### config.mk
export PLATFORM = sky130hd
export DESIGN_NAME = starter_byte_packer_flat
export DESIGN_NICKNAME = d
export VERILOG_FILES = /design/src/rtl/starter_byte_packer_if.sv /design/src/rtl/starter_byte_packer.sv /design/src/flat_wrapper.sv
export SDC_FILE = /design/constraint.sdc
export NUM_CORES = 1
export LEC_CHECK = 0
export CORE_AREA = 4 4 183 185
export CTS_BUF_LIST = sky130_fd_sc_hd__clkbuf_16
export DETAILED_ROUTE_END_ITERATION = 10
export DIE_AREA = 0 0 187 189
export GPL_ROUTABILITY_DRIVEN = 0
export GPL_TIMING_DRIVEN = 0
export HOLD_SLACK_MARGIN = 0.03
export PLACE_DENSITY = 0.55
export SLEW_MARGIN = 10
export SYNTH_ARGS = -nofsm -noshare
export SYNTH_HDL_FRONTEND = slang
export SYNTH_SLANG_ARGS = --single-unit
### constraint.sdc
create_clock -name clk -period 9.4 [get_ports clk]
set_input_delay 0.94 -clock clk [delete_from_list [all_inputs] [get_ports clk]]
set_output_delay 0.94 -clock clk [all_outputs]
set_load 0.02 [all_outputs]
### src/rtl/starter_byte_packer_if.sv
// starter_byte_packer_if
//   Groups the byte-stream input and the word-stream output of the packer.
//   slave  : packer side (consumes data/valid/flush, produces the word stream)
//   master : upstream/downstream side (drives bytes and out_ready)
//   Signals:
//     data[7:0], valid, flush         byte stream in, no backpressure
//     out_data[31:0], out_bytes[2:0]  head word and its count of valid bytes
//     out_valid, out_ready            word handshake
//     level[LVL_W-1:0], overflow      occupancy and sticky drop flag
interface starter_byte_packer_if #(
  parameter int FIFO_DEPTH = 8,
  parameter int LVL_W      = $clog2(FIFO_DEPTH) + 1
);
  logic [7:0]       data;
  logic             valid;
  logic             flush;
  logic [31:0]      out_data;
  logic [2:0]       out_bytes;
  logic             out_valid;
  logic             out_ready;
  logic [LVL_W-1:0] level;
  logic             overflow;

  modport master (
    output data, valid, flush, out_ready,
    input  out_data, out_bytes, out_valid, level, overflow
  );

  modport slave (
    input  data, valid, flush, out_ready,
    output out_data, out_bytes, out_valid, level, overflow
  );
endinterface

### src/rtl/starter_byte_packer.sv
// starter_byte_packer
//   Packs an 8-bit byte stream little-endian into 32-bit words (first byte in
//   bits [7:0]), buffers them in a first-word-fall-through FIFO and offers
//   them on a valid/ready handshake. flush closes a partial word; overflow is
//   a sticky flag set whenever a completed word finds the FIFO full with no
//   pop in the same cycle.
//   Ports:
//     clk  rising-edge clock
//     rst  asynchronous, active-low reset
//     bus  starter_byte_packer_if.slave (byte stream in, word stream out)
module starter_byte_packer #(
  parameter int FIFO_DEPTH = 8,
  parameter int LVL_W      = $clog2(FIFO_DEPTH) + 1
) (
  input  logic                   clk,
  input  logic                   rst,
  starter_byte_packer_if.slave   bus
);

  localparam int PTR_W = $clog2(FIFO_DEPTH);

  // ---------------------------------------------------------------------------
  // Byte assembly
  // ---------------------------------------------------------------------------
  logic [23:0] acc_reg, acc_next;
  logic [1:0]  idx_reg, idx_next;
  logic [31:0] acc_ext;
  logic [31:0] merged;
  logic        close;
  logic [2:0]  word_bytes;

  assign acc_ext = {8'h00, acc_reg};

  // merged is the pending bytes with the incoming byte dropped into lane idx.
  // It serves both as the next accumulator and as the word to push, so the
  // flush-with-byte and 4th-byte cases need no separate datapath.
  genvar gi;
  generate
    for (gi = 0; gi < 4; gi++) begin : g_lane
      assign merged[8*gi +: 8] = (bus.valid && (idx_reg == 2'(gi))) ? bus.data
                                                                     : acc_ext[8*gi +: 8];
    end
  endgenerate

  // A word closes on the 4th byte, or on flush when at least one byte
  // (pending or arriving now) exists; an empty word is never produced.
  assign close      = bus.valid ? ((idx_reg == 2'd3) || bus.flush)
                                : (bus.flush && (idx_reg != 2'd0));
  assign word_bytes = {1'b0, idx_reg} + {2'b00, bus.valid};

  always_comb begin
    acc_next = acc_reg;
    idx_next = idx_reg;
    if (close) begin
      acc_next = '0;
      idx_next = '0;
    end else if (bus.valid) begin
      acc_next = merged[23:0];
      idx_next = idx_reg + 2'd1;
    end
  end

  // ---------------------------------------------------------------------------
  // Word FIFO
  // ---------------------------------------------------------------------------
  // Entry layout: {bytes[2:0], word[31:0]}
  logic [34:0]      mem [FIFO_DEPTH];
  logic [34:0]      head;
  logic [PTR_W-1:0] wr_ptr_reg, wr_ptr_next;
  logic [PTR_W-1:0] rd_ptr_reg, rd_ptr_next;
  logic [LVL_W-1:0] level_reg, level_next;
  logic             overflow_reg, overflow_next;
  logic             empty, full, pop, wr_en, drop;

  assign empty = (level_reg == '0);
  assign full  = (level_reg == LVL_W'(FIFO_DEPTH));
  assign pop   = !empty && bus.out_ready;
  // A simultaneous pop frees a slot, so a push into a full FIFO still lands.
  assign wr_en = close && (!full || pop);
  assign drop  = close && full && !pop;

  always_comb begin
    wr_ptr_next   = wr_ptr_reg;
    rd_ptr_next   = rd_ptr_reg;
    level_next    = level_reg;
    overflow_next = overflow_reg | drop;
    if (wr_en) wr_ptr_next = wr_ptr_reg + PTR_W'(1);
    if (pop)   rd_ptr_next = rd_ptr_reg + PTR_W'(1);
    case ({wr_en, pop})
      2'b10:   level_next = level_reg + LVL_W'(1);
      2'b01:   level_next = level_reg - LVL_W'(1);
      default: level_next = level_reg;
    endcase
  end

  always_ff @(posedge clk or negedge rst) begin
    if (!rst) begin
      acc_reg      <= '0;
      idx_reg      <= '0;
      wr_ptr_reg   <= '0;
      rd_ptr_reg   <= '0;
      level_reg    <= '0;
      overflow_reg <= 1'b0;
    end else begin
      acc_reg      <= acc_next;
      idx_reg      <= idx_next;
      wr_ptr_reg   <= wr_ptr_next;
      rd_ptr_reg   <= rd_ptr_next;
      level_reg    <= level_next;
      overflow_reg <= overflow_next;
    end
  end

  // Storage needs no reset: every read is masked by level, so stale entries
  // are never visible.
  always_ff @(posedge clk) begin
    if (wr_en) mem[wr_ptr_reg] <= {word_bytes, merged};
  end

  // Head is read combinationally so a word written at edge N is presented in
  // cycle N+1 (fall-through).
  assign head          = mem[rd_ptr_reg];
  assign bus.out_data  = empty ? 32'h0 : head[31:0];
  assign bus.out_bytes = empty ? 3'd0  : head[34:32];
  assign bus.out_valid = !empty;
  assign bus.level     = level_reg;
  assign bus.overflow  = overflow_reg;

endmodule

### src/flat_wrapper.sv
// flat-port wrapper written by rule: the top's interface ports become plain ports
module starter_byte_packer_flat 
#(
  parameter int FIFO_DEPTH = 8,
  parameter int LVL_W      = $clog2(FIFO_DEPTH) + 1
)
  (clk, rst, bus_data, bus_valid, bus_flush, bus_out_ready, bus_out_data, bus_out_bytes, bus_out_valid, bus_level, bus_overflow);
  starter_byte_packer_if #(.FIFO_DEPTH(FIFO_DEPTH), .LVL_W(LVL_W)) bus_i ();
  input  logic clk;
  input  logic rst;
  input wire logic [$bits(bus_i.data)-1:0] bus_data;
  input wire logic [$bits(bus_i.valid)-1:0] bus_valid;
  input wire logic [$bits(bus_i.flush)-1:0] bus_flush;
  input wire logic [$bits(bus_i.out_ready)-1:0] bus_out_ready;
  output wire logic [$bits(bus_i.out_data)-1:0] bus_out_data;
  output wire logic [$bits(bus_i.out_bytes)-1:0] bus_out_bytes;
  output wire logic [$bits(bus_i.out_valid)-1:0] bus_out_valid;
  output wire logic [$bits(bus_i.level)-1:0] bus_level;
  output wire logic [$bits(bus_i.overflow)-1:0] bus_overflow;
  assign bus_i.data = bus_data;
  assign bus_i.valid = bus_valid;
  assign bus_i.flush = bus_flush;
  assign bus_i.out_ready = bus_out_ready;
  assign bus_out_data = bus_i.out_data;
  assign bus_out_bytes = bus_i.out_bytes;
  assign bus_out_valid = bus_i.out_valid;
  assign bus_level = bus_i.level;
  assign bus_overflow = bus_i.overflow;
  starter_byte_packer #(.FIFO_DEPTH(FIFO_DEPTH), .LVL_W(LVL_W)) u_core (.clk(clk), .rst(rst), .bus(bus_i));
endmodule
==> Word level (Yosys, flattened, before mapping) <==
Memories as Yosys holds them, arrays and structs flattened.
Cells that the tools add are included.
{ "word_totals": {"in_bits": 13, "mem_bits_rw": 280, "output_inout_bits": 41, "n_memories": 1, "reg_bits": 37, "word_cells": 53} }
{ "classes": {"n_reduce_logical": 19, "n_mux": 14, "eq_ne": 6, "n_bitwise": 1, "n_addsub": 6} }
{ "mem_list": {"columns": ["name", "words", "width", "read_ports", "rd_ports_with_merged_regs", "wr", "line_no", "source"], "rows": [
  ["u_core.mem", 8, 35, 1, 0, 1, "starter_byte_packer.sv:67", "logic [34:0] mem [FIFO_DEPTH];"]
]} }
{ "op_table": {"columns": ["op", "count"], "rows": [
  ["two-way mux 24 bit", 2],
  ["two-way mux 32 bit", 1],
  ["two-way mux 8 bit", 4],
  ["logical AND 1 bit", 9],
  ["case mux 4 bit (2 select lines)", 1],
  ["adder 3 x 1 -> 3 bit (second input constant)", 2],
  ["equality test 2 bit (second input constant)", 3],
  ["nonzero test 2 bit", 3],
  ["adder 4 x 1 -> 4 bit (second input constant)", 1],
  ["equality test 2 x 1 -> 1 bit (second input constant)", 2],
  ["equality test 4 bit (second input constant)", 1],
  ["zero test 4 bit", 1],
  ["two-way mux 2 bit", 2],
  ["subtractor 4 x 1 -> 4 bit (second input constant)", 1],
  ["adder 2 x 1 -> 3 bit", 1],
  ["zero test 1 bit", 3],
  ["two-way mux 1 bit", 3],
  ["two-way mux 3 bit", 1],
  ["adder 2 x 1 -> 2 bit (second input constant)", 1],
  ["zero test 2 bit", 1],
  ["logical OR 1 bit", 2],
  ["bitwise OR 1 bit", 1]
]} }

==> Depth between registers and ports, before layout <==
{ "logic_depth": {"ltp_word": 7, "mapped_depth": 12, "ltp_nobuf": 12} }

==> Worst setup path before layout <==
No wires, ideal clock.
{ "synth_path": {"path_kind": "input to register", "startpoint": "in bus_valid", "endpoint": "mem u_core.mem[1][0], enable pin", "required_time_ns": 8.929, "arrival_ns": 4.004, "stages": 5, "setup_time_ns": 0.471, "path_buffers": 1, "path_slack_ns": 4.925, "cell_sequence": "clkbuf_1 o21ai_1 nand2_1 nand3_1 nor3_1"} }
{ "synth_between": {"elab_chain_len": 4} }
{ "synth_lines": {"columns": ["element", "line_no", "source"], "rows": [
  ["start, declared", "flat_wrapper.sv:12", "input wire logic [$bits(bus_i.valid)-1:0] bus_valid;"],
  ["two-way mux 1 bit", "starter_byte_packer.sv:47", "assign close = bus.valid ? ((idx_reg == 2'd3) || bus.flush)"],
  ["logical AND 1 bit", "starter_byte_packer.sv:79", "assign wr_en = close && (!full || pop);"],
  ["two-way mux 1 bit", "starter_byte_packer.sv:117", "if (wr_en) mem[wr_ptr_reg] <= {word_bytes, merged};"],
  ["two-way mux 1 bit (implied by the code)", "starter_byte_packer.sv:117", null],
  ["end, declared", "starter_byte_packer.sv:67", null]
]} }
No other way between the ends.

==> Worst setup path in the final report <==
{ "layout_path": {"startpoint": "reg u_core.rd_ptr_reg[1]", "endpoint": "out bus_out_data[14]"} }
{ "layout_between": {"elab_chain_len": 2} }
{ "layout_lines": {"columns": ["element", "line_no", "source"], "rows": [
  ["start, declared", "starter_byte_packer.sv:70", "logic [PTR_W-1:0] rd_ptr_reg, rd_ptr_next;"],
  ["start signal, assigned", "starter_byte_packer.sv:108", "rd_ptr_reg <= rd_ptr_next;"],
  ["memory (8 x 35 bit)", null, null],
  ["two-way mux 32 bit", "starter_byte_packer.sv:123", "assign bus.out_data = empty ? 32'h0 : head[31:0];"],
  ["end, declared", "flat_wrapper.sv:15", "output wire logic [$bits(bus_i.out_data)-1:0] bus_out_data;"]
]} }
No other way between the ends.

==> reports/results.tsv <==
stage	metric	value	unit
outcome	status	finished, final reports clean	
clocking	number of buffers created by CTS	34	
floorplanning	I/O pins	54	
layout	register area	9330	um^2
worst_setup_path	data required time at the worst endpoint	8460	ps
layout	fill count	2673	
worst_setup_path	critical path class	flip-flop to output pin	
synth	leading area contributor after synthesis	edfxtp_1	
layout	Area Overhead vs Synth	20.1	%
timing	skew final	14.7	ps
synth	Synth Net Count	638	
timing	fin. max-slew vios	0	
synth	Post-Synth Adder-Cell Area	0.0110	
synth	asr flop ratio synth	0.117	
detailed_routing	via count	6181	
timing	setup violators final	0	
clocking	CTS Hold Bufs	0	
layout	number of diodes	0	
power	Leak	5.39	nW
placement	Port Buffer Count	53	
synth	sequential share of the synthesized area	0.745	
worst_setup_path	maximum fanout along the worst path	10	
global_route	first-pass GRT wire length	41700	um
detailed_routing	vias per cell	5.36	
job	max-cap violation count	0	
detailed_routing	DR pass1 iterations	4	
worst_setup_path	RR Startpoint	u_core.idx_reg[0]	
timing	Slew HR	0.260	
synth	xor/xnor share of the synthesized area	0.00629	
power	switching pwr	1.49	mW
power	Clock Power Share	0.273	
power	Sw Share	0.306	
synth	mux share of post-synthesis cell area	0.178	
placement	detailed placement HPWL	17500	um
timing	final hold slack	464	ps
clocking	post-cts sizing count	0	
synth	largest family of logic cells by synthesized area	multiplexers	
floorplanning	Starting Density	0.391	
layout	post-layout util	0.470	
synth	complex-gate fraction of the synthesized area	0.00309	
synth	count of cell types in the netlist	36	
power	PD cells	323	nW/um^2
detailed_routing	drt drc	0	
min_path	WHS Endpoint	u_core.bus.overflow	
floorplanning	core area	32000	um^2
synth	Cell Area, Synth	12500	um^2
global_route	met2 usage	0.267	
synth	top cells by area, synth	edfxtp_1 (67%), mux4_2 (13%), dfrtp_1 (7.4%), mux2i_1 (2.8%), mux2_2 (2.2%)	
floorplanning	# rows	66	
global_route	routing usage on met1	0.213	
synth	Post-Syn Instances	614	
clocking	deepest clock path buffer count	3	
timing	RSZ-0062 raised after global routing	false	
detailed_routing	Antenna Nets Post-Route	0	
layout	max reg flops	280	
min_path	hold crit path type	flip-flop to flip-flop	
worst_setup_path	WP data arrival	3210	ps
timing	Peak Freq	241	MHz
synth	Seq cells post-synth	317	
clocking	clk sinks	317	
layout	commonest non-fill, non-tap cell in the layout	edfxtp_1	
synth	Synth top area share	0.671	
worst_setup_path	Worst R2R End	u_core.mem[0][33]	
clocking	clock latency on the worst-skew pair	510	ps
global_route	all-layer global routing usage	0.156	
detailed_routing	drt wl/cell	23.5	um
timing	Worst Max-Slew Pin Slew	1110	ps
floorplanning	die width	187	um
floorplanning	Die Footprint	35300	um^2
clocking	H-tree depth	2	
synth	Post-Synth Simple-Gate Area	0.0428	
global_route	largest net degree at the start of global routing	38	
global_route	number of global-route vias before repair	6744	
detailed_routing	DRT Wirelength	27100	um
synth	synthesis warning total	0	
clocking	clock root cell	clkbuf_16	
worst_setup_path	R2R Setup Slk	6210	ps
layout	most frequent cells in the layout	edfxtp_1 (280), mux4_2 (70), clkdlybuf4s50_1 (52)	
layout	share of cells above drive strength 1	0.243	
layout	multi-input combinational cell area	3080	um^2
power	IR drop worst, VDD	0.000164	V
power	Int Power	3.38	mW
timing	Tcrit/Tclk final	0.442	
worst_setup_path	R2R depth	7	
detailed_routing	DRT iter0 DRCs	451	
synth	Post-synth top flop	edfxtp_1	
power	Reg power frac	0.375	
global_route	antenna violations before repair	1	
min_path	hold depth	1	
power	Comb power frac	0.352	
timing	Final TNS setup	0	ps
timing	final hold vios	0	
synth	Post-synth EDFFs	280	
min_path	hold path start	u_core.bus.overflow	
clocking	TritonCTS clock tree	built	
layout	Nets	744	
timing	fin crit period	4150	ps
clocking	Reg clk slew, reported paths	60	ps
clocking	total setup buffers inserted after CTS	0	
global_route	GRT Max-Usage Layer	met2	
floorplanning	die span in y	189	um
global_route	routing usage on met3	0.0256	
synth	Avg Cell Area, Syn	20.4	um^2
global_route	global route overflow	0	
worst_setup_path	crit start category	flip-flop	
worst_setup_path	Worst Setup End Kind	output pin	
Yosys cell counts, drive strengths merged (2+ instances only):
cell	instances
edfxtp	280
mux4	70
nor2	43
dfrtp	37
mux2i	35
and3	31
mux2	27
clkbuf	17
buf	14
ha	11
nand2	8
xnor2	5
inv	4
nand2b	4
nand3	4
nor3	4
xor2	4
nand3b	3
nor2b	2
nor4	2
o21ai	2
logic make-up (layout without fill, tap and decap cells):
| group | after synthesis | count (layout) |
|---|---|---|
| AO/OA/AOI/OAI | 6 | 6 |
| XOR/XNOR | 9 | 9 |
| adder cells (fa/ha/maj) | 11 | 11 |
| buffers and inverters | 35 | 166 |
| flip-flops | 317 | 317 |
| multiplexers | 132 | 132 |
| AND/OR/NAND/NOR | 104 | 104 |
layer usage:
| metal | part of all wire | routed length [um] | vias to the layer above |
|---|---|---|---|
| li1 | - | - | 2688 |
| met2 | 0.50 | 13600 | 126 |
| met1 | 0.44 | 12000 | 3332 |
| met3 | 0.037 | 1000 | 35 |
| met5 | 0 | 0 | - |
| met4 | 0.016 | 438 | 0 |
per-stage QoR:
step / worst slack, ps / power [mW] / cells / area (um^2)
detailed placement: 5230 / 3.61 / 1092 / 13900
CTS: 5180 / 4.95 / 1153 / 15100
floorplan: 4920 / 2.91 / 614 / 12500
finish: 5250 / 4.87 / 1153 / 15100
global placement: 1230 / 3.53 / 1075 / 13600
global route: 5020 / 5.12 / 1153 / 15100
critical path: stages, from the launching register on:
cell and delay [ps]:
dfrtp_1 350, clkbuf_1 440, clkbuf_1 660, mux4_2 410, mux2i_1 230, nor2_1 70
clkdlybuf4s50_1 560
power by group through the flow:
stage | logic (mW) | registers, mW | clock network, mW
final | 1.71 | 1.83 | 1.33
after global routing | 1.85 | 1.85 | 1.42
after CTS | 1.76 | 1.83 | 1.36
after detailed placement | 1.75 | 1.86 | 0
after global placement | 1.67 | 1.86 | 0
after floorplan | 1.05 | 1.86 | 0
layout make-up:
type | instances | area share
Sequential cell | 317 | 0.620
Multi-Input combinational cell | 262 | 0.205
Clock buffer | 37 | 0.0615
Timing Repair Buffer | 70 | 0.0548
Tap cell | 408 | 0.0339
Clock inverter | 24 | 0.0135
Buffer | 31 | 0.0106
Inverter | 4 | 0.000997
worst max path at each step:
stage | end | depth (start not counted) | start
3_3_place_gp | u_core.mem[1][33] | 6 | bus_valid
4_1_cts | bus_out_data[14] | 6 | u_core.rd_ptr_reg[1]
2_1_floorplan | u_core.mem[1][0] | 5 | bus_valid
5_1_grt | bus_out_bytes[2] | 6 | u_core.rd_ptr_reg[1]
6_report | bus_out_data[14] | 6 | u_core.rd_ptr_reg[1]
3_5_place_dp | u_core.mem[0][33] | 8 | bus_valid
Power figures use the tool's default switching activity.
